[src/rtl/fifo_pkt_pkg.sv]
// -----------------------------------------------------------------------------
// fifo_pkt_pkg
// Shared types and constants for the FIFO packetizer.
//   pkt_byte_t       : one stream / FIFO byte
//   pkt_state_t      : packetizer FSM states
//   SOF_BYTE_DEFAULT : default start-of-frame marker
//   chk_fold()       : folds one byte into the running XOR checksum
// -----------------------------------------------------------------------------
package fifo_pkt_pkg;

   typedef logic [7:0] pkt_byte_t;

   typedef enum logic [2:0] {
      ST_IDLE    = 3'd0,
      ST_SOF     = 3'd1,
      ST_FETCH   = 3'd2,
      ST_WAIT    = 3'd3,
      ST_PAYLOAD = 3'd4,
      ST_LEN     = 3'd5,
      ST_CHK     = 3'd6
   } pkt_state_t;

   localparam pkt_byte_t SOF_BYTE_DEFAULT = 8'hA5;

   // Running frame checksum is a plain XOR of every byte after SOF.
   function automatic pkt_byte_t chk_fold(input pkt_byte_t chk, input pkt_byte_t b);
      return chk ^ b;
   endfunction

endpackage

[src/rtl/fifo_packetizer.sv]
// -----------------------------------------------------------------------------
// fifo_packetizer
// Pops bytes from an 8-bit FIFO and emits frames on a valid/ready byte stream:
//   SOF_BYTE, 1..MAX_PAYLOAD payload bytes, LEN (payload count), CHK (XOR of
//   payload bytes and LEN). out_last marks the CHK byte.
//
// Ports:
//   clk        : clock, rising edge
//   reset_n    : asynchronous active-low reset
//   rd_empty   : FIFO empty flag
//   rd_data    : FIFO read data, valid the cycle after the edge sampling rd_en=1
//   rd_en      : FIFO pop request (registered)
//   out_data   : frame byte (registered)
//   out_valid  : out_data valid (registered)
//   out_last   : marks CHK byte (registered)
//   out_ready  : downstream accept
//   busy       : high whenever the FSM is not idle (registered)
//
// Build option:
//   FIFO_PKT_TIMEOUT_EN : when defined, an open frame that sees the FIFO empty
//                         for IDLE_TIMEOUT cycles is closed early (short frame).
// -----------------------------------------------------------------------------
module fifo_packetizer
   import fifo_pkt_pkg::*;
#(
   parameter int        MAX_PAYLOAD  = 8,
   parameter pkt_byte_t SOF_BYTE     = SOF_BYTE_DEFAULT,
   parameter int        IDLE_TIMEOUT = 32
) (
   input  logic       clk,
   input  logic       reset_n,
   input  logic       rd_empty,
   input  logic [7:0] rd_data,
   output logic       rd_en,
   output logic [7:0] out_data,
   output logic       out_valid,
   output logic       out_last,
   input  logic       out_ready,
   output logic       busy
);

   localparam pkt_byte_t MAX_B = pkt_byte_t'(MAX_PAYLOAD);

   // Elaboration-time guard on the parameter ranges.
   if (MAX_PAYLOAD < 1 || MAX_PAYLOAD > 255 || IDLE_TIMEOUT < 1) begin : g_param_check
      $error("fifo_packetizer: MAX_PAYLOAD must be 1..255 and IDLE_TIMEOUT >= 1");
   end

   pkt_state_t state_r;
   pkt_byte_t  count_r;
   pkt_byte_t  chk_r;
   pkt_byte_t  count_inc_s;
   logic       accept_s;

   assign count_inc_s = count_r + 8'd1;
   assign accept_s    = out_valid & out_ready;

`ifdef FIFO_PKT_TIMEOUT_EN
   localparam int               TMO_W    = $clog2(IDLE_TIMEOUT + 1);
   localparam logic [TMO_W-1:0] TMO_LAST = TMO_W'(IDLE_TIMEOUT - 1);
   logic [TMO_W-1:0] tmo_r;
`endif

   // Packetizer FSM with its datapath registers and all registered outputs.
   always_ff @(posedge clk or negedge reset_n) begin
      if (!reset_n) begin
         state_r   <= ST_IDLE;
         count_r   <= 8'd0;
         chk_r     <= 8'd0;
         rd_en     <= 1'b0;
         out_data  <= 8'd0;
         out_valid <= 1'b0;
         out_last  <= 1'b0;
         busy      <= 1'b0;
`ifdef FIFO_PKT_TIMEOUT_EN
         tmo_r     <= {TMO_W{1'b0}};
`endif
      end else begin
         case (state_r)
            ST_IDLE: begin
               if (!rd_empty) begin
                  state_r   <= ST_SOF;
                  out_data  <= SOF_BYTE;
                  out_valid <= 1'b1;
                  out_last  <= 1'b0;
                  busy      <= 1'b1;
               end else begin
                  busy      <= 1'b0;
               end
            end
            ST_SOF: begin
               if (accept_s) begin
                  state_r   <= ST_FETCH;
                  out_valid <= 1'b0;
               end else begin
                  state_r   <= ST_SOF;
               end
            end
            ST_FETCH: begin
               if (!rd_empty) begin
                  rd_en   <= 1'b1;
                  state_r <= ST_WAIT;
`ifdef FIFO_PKT_TIMEOUT_EN
                  tmo_r   <= {TMO_W{1'b0}};
`endif
               end else begin
`ifdef FIFO_PKT_TIMEOUT_EN
                  // Only an open frame (at least one payload byte) may time out.
                  if (count_r != 8'd0) begin
                     if (tmo_r == TMO_LAST) begin
                        tmo_r     <= {TMO_W{1'b0}};
                        state_r   <= ST_LEN;
                        out_data  <= count_r;
                        out_valid <= 1'b1;
                     end else begin
                        tmo_r     <= tmo_r + {{(TMO_W-1){1'b0}}, 1'b1};
                     end
                  end else begin
                     tmo_r <= {TMO_W{1'b0}};
                  end
`else
                  state_r <= ST_FETCH;
`endif
               end
            end
            ST_WAIT: begin
               // rd_en is still high during the first WAIT cycle, so the FIFO
               // pops on that edge; its data is captured one cycle later.
               if (rd_en) begin
                  rd_en <= 1'b0;
               end else begin
                  out_data  <= rd_data;
                  out_valid <= 1'b1;
                  state_r   <= ST_PAYLOAD;
               end
            end
            ST_PAYLOAD: begin
               if (accept_s) begin
                  count_r <= count_inc_s;
                  chk_r   <= chk_fold(chk_r, out_data);
                  if (count_inc_s == MAX_B) begin
                     state_r  <= ST_LEN;
                     out_data <= count_inc_s;
                  end else begin
                     state_r   <= ST_FETCH;
                     out_valid <= 1'b0;
                  end
               end else begin
                  state_r <= ST_PAYLOAD;
               end
            end
            ST_LEN: begin
               if (accept_s) begin
                  chk_r    <= chk_fold(chk_r, out_data);
                  out_data <= chk_fold(chk_r, out_data);
                  out_last <= 1'b1;
                  state_r  <= ST_CHK;
               end else begin
                  state_r  <= ST_LEN;
               end
            end
            ST_CHK: begin
               if (accept_s) begin
                  state_r   <= ST_IDLE;
                  count_r   <= 8'd0;
                  chk_r     <= 8'd0;
                  out_data  <= 8'd0;
                  out_valid <= 1'b0;
                  out_last  <= 1'b0;
                  busy      <= 1'b0;
               end else begin
                  state_r   <= ST_CHK;
               end
            end
            default: begin
               state_r   <= ST_IDLE;
               count_r   <= 8'd0;
               chk_r     <= 8'd0;
               rd_en     <= 1'b0;
               out_data  <= 8'd0;
               out_valid <= 1'b0;
               out_last  <= 1'b0;
               busy      <= 1'b0;
            end
         endcase
      end
   end

endmodule

[config.mk]
export PLATFORM = sky130hd
export DESIGN_NAME = fifo_packetizer
export DESIGN_NICKNAME = d
export VERILOG_FILES = /design/src/rtl/fifo_pkt_pkg.sv /design/src/rtl/fifo_packetizer.sv
export SDC_FILE = /design/constraint.sdc
export NUM_CORES = 1
export LEC_CHECK = 0
export BUFFER_PORTS_ARGS = -buffer_cell sky130_fd_sc_hd__buf_2
export CAP_MARGIN = 0
export CORE_MARGIN = 8
export CORE_UTILIZATION = 45
export CTS_CLUSTER_DIAMETER = 50
export DETAILED_ROUTE_END_ITERATION = 6
export GPL_TIMING_DRIVEN = 0
export HOLD_SLACK_MARGIN = 0.08
export PLACE_DENSITY = 0.6
export SETUP_SLACK_MARGIN = 0.4
export SLEW_MARGIN = 30
export SYNTH_ARGS = -nofsm -noshare
export SYNTH_HDL_FRONTEND = slang
export SYNTH_SLANG_ARGS = --single-unit
[constraint.sdc]
create_clock -name clk -period 3 [get_ports clk]
set_input_delay 0.6 -clock clk [delete_from_list [all_inputs] [get_ports clk]]
set_output_delay 0.6 -clock clk [all_outputs]
set_load 0.05 [all_outputs]
==> results of run 1 <==
## layer usage
metal	track usage, %	vias up	part of all wire [%]
met1	21.73	887	50
li1	-	916	-
met3	4.329	6	4.9
met2	23.73	49	44
met4	6.034	0	1.4
met5	0	-	0
## Yosys cell counts (2+ instances only)
cell type	count
dfrtp_1	31
a22oi_1	3
o21ai_0	42
nand3_1	7
inv_1	5
nand4_1	3
a21oi_1	12
o22ai_1	3
o221ai_1	2
nor2b_1	2
ha_1	2
a31oi_1	3
a221o_1	2
xor2_1	6
or3_1	2
o211ai_1	2
mux2_4	5
a41oi_1	2
xnor2_1	5
and3_1	2
buf_6	3
nand2_1	35
buf_2	2
o31ai_1	3
nor2_1	17
nand2b_1	9
clkbuf_1	11
nor3_1	3
## flip-flops by register name, indices dropped and copies added (netlist names)
name and count:
busy 1, chk_r 8, count_r 8, out_data 8, out_last 1, out_valid 1, rd_en 1, state_r 3
## repair_timing
action / 4_1_cts / 5_1_grt
setup buffers: 0 / 2
gates resized for setup: 0 / 1
endpoints found under the setup margin: 0 / 6
## worst paths after layout
kind | start | end | slack [ns] | depth (start not counted)
setup / recovery | count_r[0]$_DFFE_PN0P_ | out_data[7]$_DFFE_PN0P_ | 0.58 | 10
hold / removal | reset_n | out_last$_DFFE_PN0P_ | 0.36 | 1
setup reg to reg | count_r[0]$_DFFE_PN0P_ | out_data[7]$_DFFE_PN0P_ | 0.58 | 10
hold reg to reg | busy$_DFFE_PN0P_ | busy$_DFFE_PN0P_ | 0.47 | 1
max in group asynchronous | reset_n | out_data[7]$_DFFE_PN0P_ | 2.17 | 1
min in group clk | busy$_DFFE_PN0P_ | busy$_DFFE_PN0P_ | 0.47 | 1
## metrics by stage
step	hold WS (ns)	area (sq um)	worst slack, ns	power, W	std cells
after global routing	0.4378	2270	0.4380	0.0007961	325
after floorplan	0.3044	1991	0.7249	0.0004318	240
after CTS	0.4115	2252	0.4047	0.0007738	323
after global placement	0.4563	2171	0.4475	0.0004500	315
final	0.3638	2270	0.5756	0.0007641	325
after detailed placement	0.4625	2171	0.4245	0.0004502	315
## kinds of logic (layout without fill, tap and decap cells)
| group | count (synthesis) | count (layout) | share of synthesized area, % |
|---|---|---|---|
| AOI/OAI and AO/OA | 82 | 82 | 25.02 |
| and+or+nand+nor | 86 | 86 | 20.36 |
| muxes | 5 | 5 | 3.771 |
| adders and majority gates | 2 | 2 | 1.257 |
| buffers and inverters | 23 | 56 | 5.783 |
| DFF | 31 | 31 | 38.97 |
| xor gates and xnor gates | 11 | 11 | 4.840 |
## worst max-delay path, delay by kind of cell (launching register included)
kind,cells,cell delay (ns)
AO/OA/AOI/OAI,3,0.44
adder cells (fa/ha/maj),1,0.25
buffers and inverters,3,0.45
flip-flops,1,0.44
multiplexers,1,0.30
AND/OR/NAND/NOR,2,0.40
## layout make-up
cell class	count	area share (%)
Clock buffer	7	3.363
Buffer	17	4.079
Multi-Input combinational cell	186	48.57
Timing Repair Buffer	25	5.733
Tap cell	52	2.867
Inverter	6	0.9923
Clock inverter	1	0.2205
Sequential cell	31	34.18
## report_power, final
part / switching [W] / total (W) / internal [W]
Combinational: 0.0000154 / 0.0000221 / 0.00000671
Sequential: 0.000000282 / 0.000419 / 0.000419
Clock: 0.000160 / 0.000323 / 0.000163
==> results.ini, run 1 <==
[die]
row_count=24
fp.dieArea_sq_um=6808
core-area_sq_um=4294
die_h_um=82.51
initial_core_util_pct=46.36
die_x_um=82.51
ios=24

[drt]
dr.pass1.iters=4
drt_iter0_markers=187
dr_total_vias=1858
wl_per_cell_um=15.72
routed_via_density=5.717
ant_nets=0
drc=0
routed_wl_mm=5.109

[logic_synthesis]
synth_edf_count=0
ys_ff_latch=31
syn_area_per_cell_sq_um=8.294
ys_types=44
synthCells=240
yosysSeqAreaShare_pct=38.97
synthFlopType=dfrtp_1
ys_warn_count=0
synthesis.area_sq_um=1991
synthesis.nets=254
async_flop_share_pct=100.0
synth_top_area_share_pct=38.97
ys_top_cells_by_area=dfrtp_1 39%, o21ai_0 11%, nand2_1 6.6%
synth_top_area_cell=dfrtp_1

[timing]
slew_viol_final=0
fin_crit_ns=2.424
fmax_mhz=412.5
slew_headroom_pct=52.72
fin_skew_ns=0.002696
fin_crit_sh_pct=80.81
rsz0062_at_grt=no
worst_pin_slew_ns=0.7092
fin_tns_setup_ns=0
finalSetupViolations=0
final_hold_viol_count=0

[worst_setup_path]
arrival_ns=2.59
crit_chain=ha_2 > and3_1 > buf_6 > nor4b_2 > a41oi_1 > a211oi_2 > buf_4 > o21ba_1 > buf_6 > mux2_4
worstPathRequired_ns=3.17
path_max_fanout=8
crit_slowest_cell=dfrtp_1
cp-end-kind=flop
cp_common_cell=buf_6
cp_slowest_stage_delay_ns=0.44
startpoint_type=flop
crit_type=flop to flop

[cells_and_area]
diodes=0
nets=286
fill_cells=430
layout_common_cells=42 x o21ai_0, 35 x nand2_1, 31 x dfrtp_1
final_util_pct=52.86
regArea_sq_um=775.7
area_delta_synth_final_pct=14.02
layout-drive-gt1-share_pct=17.22
multiInputGateArea_sq_um=1102
final_common_cell=o21ai_0

[pwr]
ir_worst_vdd_uv=283.0
power.leakage_nw=1.029
power_density_nw_per_um2=336.6

[min_path]
hp-class=input port to async pin

[global_routing]
track_usage_pct=16.01
grt_pass1_wl_mm=8.383
antenna_found_initial=0
grt_pass1_vias=1761
grt_max_degree=32
grt-ovfl-total=0

[cts]
htreeDepth=2
cts_max_path_buffers=2
postCtsHoldBufs=0
cts_tree=built
cts_made_buffers=5
numClockSinks=31
path_clk_slew_ns=0.07
root_buffer=clkbuf_8
clk_latency_ns=0.28

[job]
drv_cap=0

[placed_design]
dp.final_hpwl_mm=3.531
portBuffers=23
gp_congestion=0.8461

[status]
status=complete, no violations

(Power assumes the default switching activity.)
==> run 2: changes to the inputs <==
--- a/config.mk
+++ b/config.mk
@@ -5,6 +5,7 @@
 export SDC_FILE = /design/constraint.sdc
 export NUM_CORES = 1
 export LEC_CHECK = 0
+export ABC_AREA = 1
 export BUFFER_PORTS_ARGS = -buffer_cell sky130_fd_sc_hd__buf_2
 export CAP_MARGIN = 0
 export CORE_MARGIN = 8
@@ -13,7 +14,7 @@
 export DETAILED_ROUTE_END_ITERATION = 6
 export GPL_TIMING_DRIVEN = 0
 export HOLD_SLACK_MARGIN = 0.08
-export PLACE_DENSITY = 0.6
+export PLACE_DENSITY = 0.63
 export SETUP_SLACK_MARGIN = 0.4
 export SLEW_MARGIN = 30
 export SYNTH_ARGS = -nofsm -noshare
==> constraint.sdc (replaced) <==
create_clock -name clk -period 2 [get_ports clk]
set_input_delay 0.4 -clock clk [delete_from_list [all_inputs] [get_ports clk]]
set_output_delay 0.4 -clock clk [all_outputs]
set_load 0.05 [all_outputs]
==> results.ini, run 2 <==
[status]
status=complete, no violations

[pwr]
power_switching_w=0.001958
p_int_w=0.002151
pwr-share-comb_pct=55.8
power.leakage_nw=1.258
ir_worst_vdd_uv=883.9
power_density_nw_per_um2=1714
switching_share_pct=47.65
pwr-share-clk_pct=15.7
seq_power_share_pct=28.5

[timing]
fin_crit_ns=1.604
fin_tns_setup_ns=0
slew_viol_final=0
fin_crit_sh_pct=80.20
fin_skew_ns=0.002720
finalSetupViolations=0
rsz0062_at_grt=yes
final_hold_viol_count=0
fmax_mhz=623.4
slew_headroom_pct=52.99
worst_pin_slew_ns=0.7051

[logic_synthesis]
synth-compound-area-share_pct=7.861
ys_warn_count=0
syn_area_per_cell_sq_um=7.542
synthAdderAreaFrac_pct=1.332
ys_top_cells_by_area=dfrtp_1 41%, nand2_1 16%, nand3_1 9.3%
ys_ff_latch=31
synth_edf_count=0
async_flop_share_pct=100.0
synthFlopType=dfrtp_1
yosysSeqAreaShare_pct=41.31
synth_most_common_cell=nand2_1
synth_top_cells_by_count=78 x nand2_1, 35 x nand3_1, 31 x dfrtp_1
synthesis.nets=263
ys_types=30
synth-simple-area-share_pct=38.17
synthesis.area_sq_um=1878
synth_top_area_cell=dfrtp_1
synth_top_area_share_pct=41.31
synth_top_family_by_area=simple AND/OR/NAND/NOR gates
synthCells=249
synthMuxAreaShare_pct=1.799
synth_xor_area_share_pct=3.731

[placed_design]
dpl-instance-area_sq_um=2059
gp_congestion=0.8947
dp.final_hpwl_mm=3.423
portBuffers=23

[worst_setup_path]
worst-path-buf-inv=2
cp_slowest_stage_delay_ns=0.46
cp-end-kind=flop
crit_slowest_cell=dfrtp_2
startpoint_type=flop
crit_chain=nor2_1 > nand2_2 > o21ai_2 > nor3_4 > buf_12 > buf_4 > nand3_1 > nand2_1
arrival_ns=1.78
path_max_fanout=9
worstPathRequired_ns=2.18
path_delay_family=simple AND/OR/NAND/NOR gates
crit_type=flop to flop

[cells_and_area]
top_regs=chk_r: 8 flops, count_r: 8 flops, out_data: 8 flops
nets=305
layout_common_cells=71 x nand2_1, 31 x nand3_1, 27 x dfrtp_1
multiInputGateArea_sq_um=1072
area_delta_synth_final_pct=27.65
regArea_sq_um=780.7
layout-drive-gt1-share_pct=30.14
fill_cells=373
final_common_cell=nand2_1
diodes=0
fin_area_sq_um=2397

[cts]
root_buffer=clkbuf_8
cts_made_buffers=5
clk_latency_ns=0.28
cts_tree=built
path_clk_slew_ns=0.07
cts_max_path_buffers=2
postCtsHoldBufs=0
htreeDepth=2
numClockSinks=31

[global_routing]
grt.busiest_layer=met2
antenna_found_initial=0
grt_pass1_wl_mm=8.107
use_met3_pct=4.688
track_usage_pct=15.85
use_met2_pct=24.22
grt_max_degree=32
grt-ovfl-total=0
grt_pass1_vias=1662
grtUsageMet1_pct=21.24

[drt]
drt_iter0_markers=105
routed_via_density=5.249
ant_nets=0
routed_wl_mm=4.816
wl_per_cell_um=14.08
drc=0
dr_total_vias=1795
dr.pass1.iters=4

[die]
ios=24
fp.dieArea_sq_um=6496
core-area_sq_um=4000
initial_core_util_pct=46.95
die_x_um=80.60
row_count=23
die_h_um=80.60

[min_path]
hp-class=input port to async pin

[job]
drv_cap=0

run 2: kinds of logic (layout without fill, tap and decap cells):
logic type / after synthesis / in the layout
buf+inv: 27 / 70
mux: 3 / 3
flops: 31 / 31
xor+xnor: 8 / 8
simple gates: 153 / 153
fa+ha+maj: 2 / 2
compound gates: 25 / 25
run 2: cell type report:
cell class | count | share of cell area [%]
clock buffer | 6 | 3.445
clock inverter | 2 | 1.461
timing repair buffer | 35 | 10.65
sequential | 31 | 32.57
buffer | 2 | 0.5219
multi-input combinational | 191 | 44.73
tap | 50 | 2.610
inverter | 25 | 4.019
run 2: power groups by stage:
stage / sequential (W) / combinational [W] / clock [W]
after global placement: 0.00118 / 0.00189 / 0
after global routing: 0.00121 / 0.00250 / 0.000688
after detailed placement: 0.00118 / 0.00191 / 0
after floorplan: 0.00151 / 0.00114 / 0
final: 0.00117 / 0.00229 / 0.000644
after CTS: 0.00117 / 0.00227 / 0.000659
run 2: what timing repair did:
item,4_1_cts,5_1_grt
endpoints found under the setup margin,19,22
pin swaps,13,9
resized for setup,18,4
buffers inserted,12,0
run 2: per-layer routing:
| metal | part of all wire (%) | up-vias |
|---|---|---|
| li1 | - | 894 |
| met1 | 47 | 849 |
| met2 | 46 | 48 |
| met3 | 5.8 | 4 |
| met4 | 0.71 | 0 |
| met5 | 0 | - |
run 2: worst paths after layout:
| kind | from | to | slack (ns) | cells past startpoint |
|---|---|---|---|---|
| max reg2reg | state_r[1]$_DFFE_PN0P_ | out_data[5]$_DFFE_PN0P_ | 0.40 | 8 |
| max | state_r[1]$_DFFE_PN0P_ | out_data[5]$_DFFE_PN0P_ | 0.40 | 8 |
| min | reset_n | rd_en$_DFFE_PN0P_ | 0.16 | 1 |
| min in group clk | rd_empty | busy$_DFFE_PN0P_ | 0.35 | 2 |
| min reg2reg | count_r[6]$_DFFE_PN0P_ | count_r[6]$_DFFE_PN0P_ | 0.48 | 2 |
| max in group asynchronous | reset_n | count_r[3]$_DFFE_PN0P_ | 1.34 | 1 |
run 2: through the flow:
step | hold WS (ns) | cells | util [%] | total power, W | setup WS (ns)
3_3_place_gp | 0.4667 | 322 | 51.49 | 0.003065 | 0.1521
5_1_grt | 0.2250 | 342 | 59.93 | 0.004392 | 0.2603
2_1_floorplan | 0.1044 | 249 | - | 0.002642 | 0.4046
3_5_place_dp | 0.4736 | 322 | 51.49 | 0.003091 | 0.1276
6_report | 0.1618 | 342 | 59.93 | 0.004109 | 0.3960
4_1_cts | 0.1830 | 342 | 59.68 | 0.004093 | 0.3936
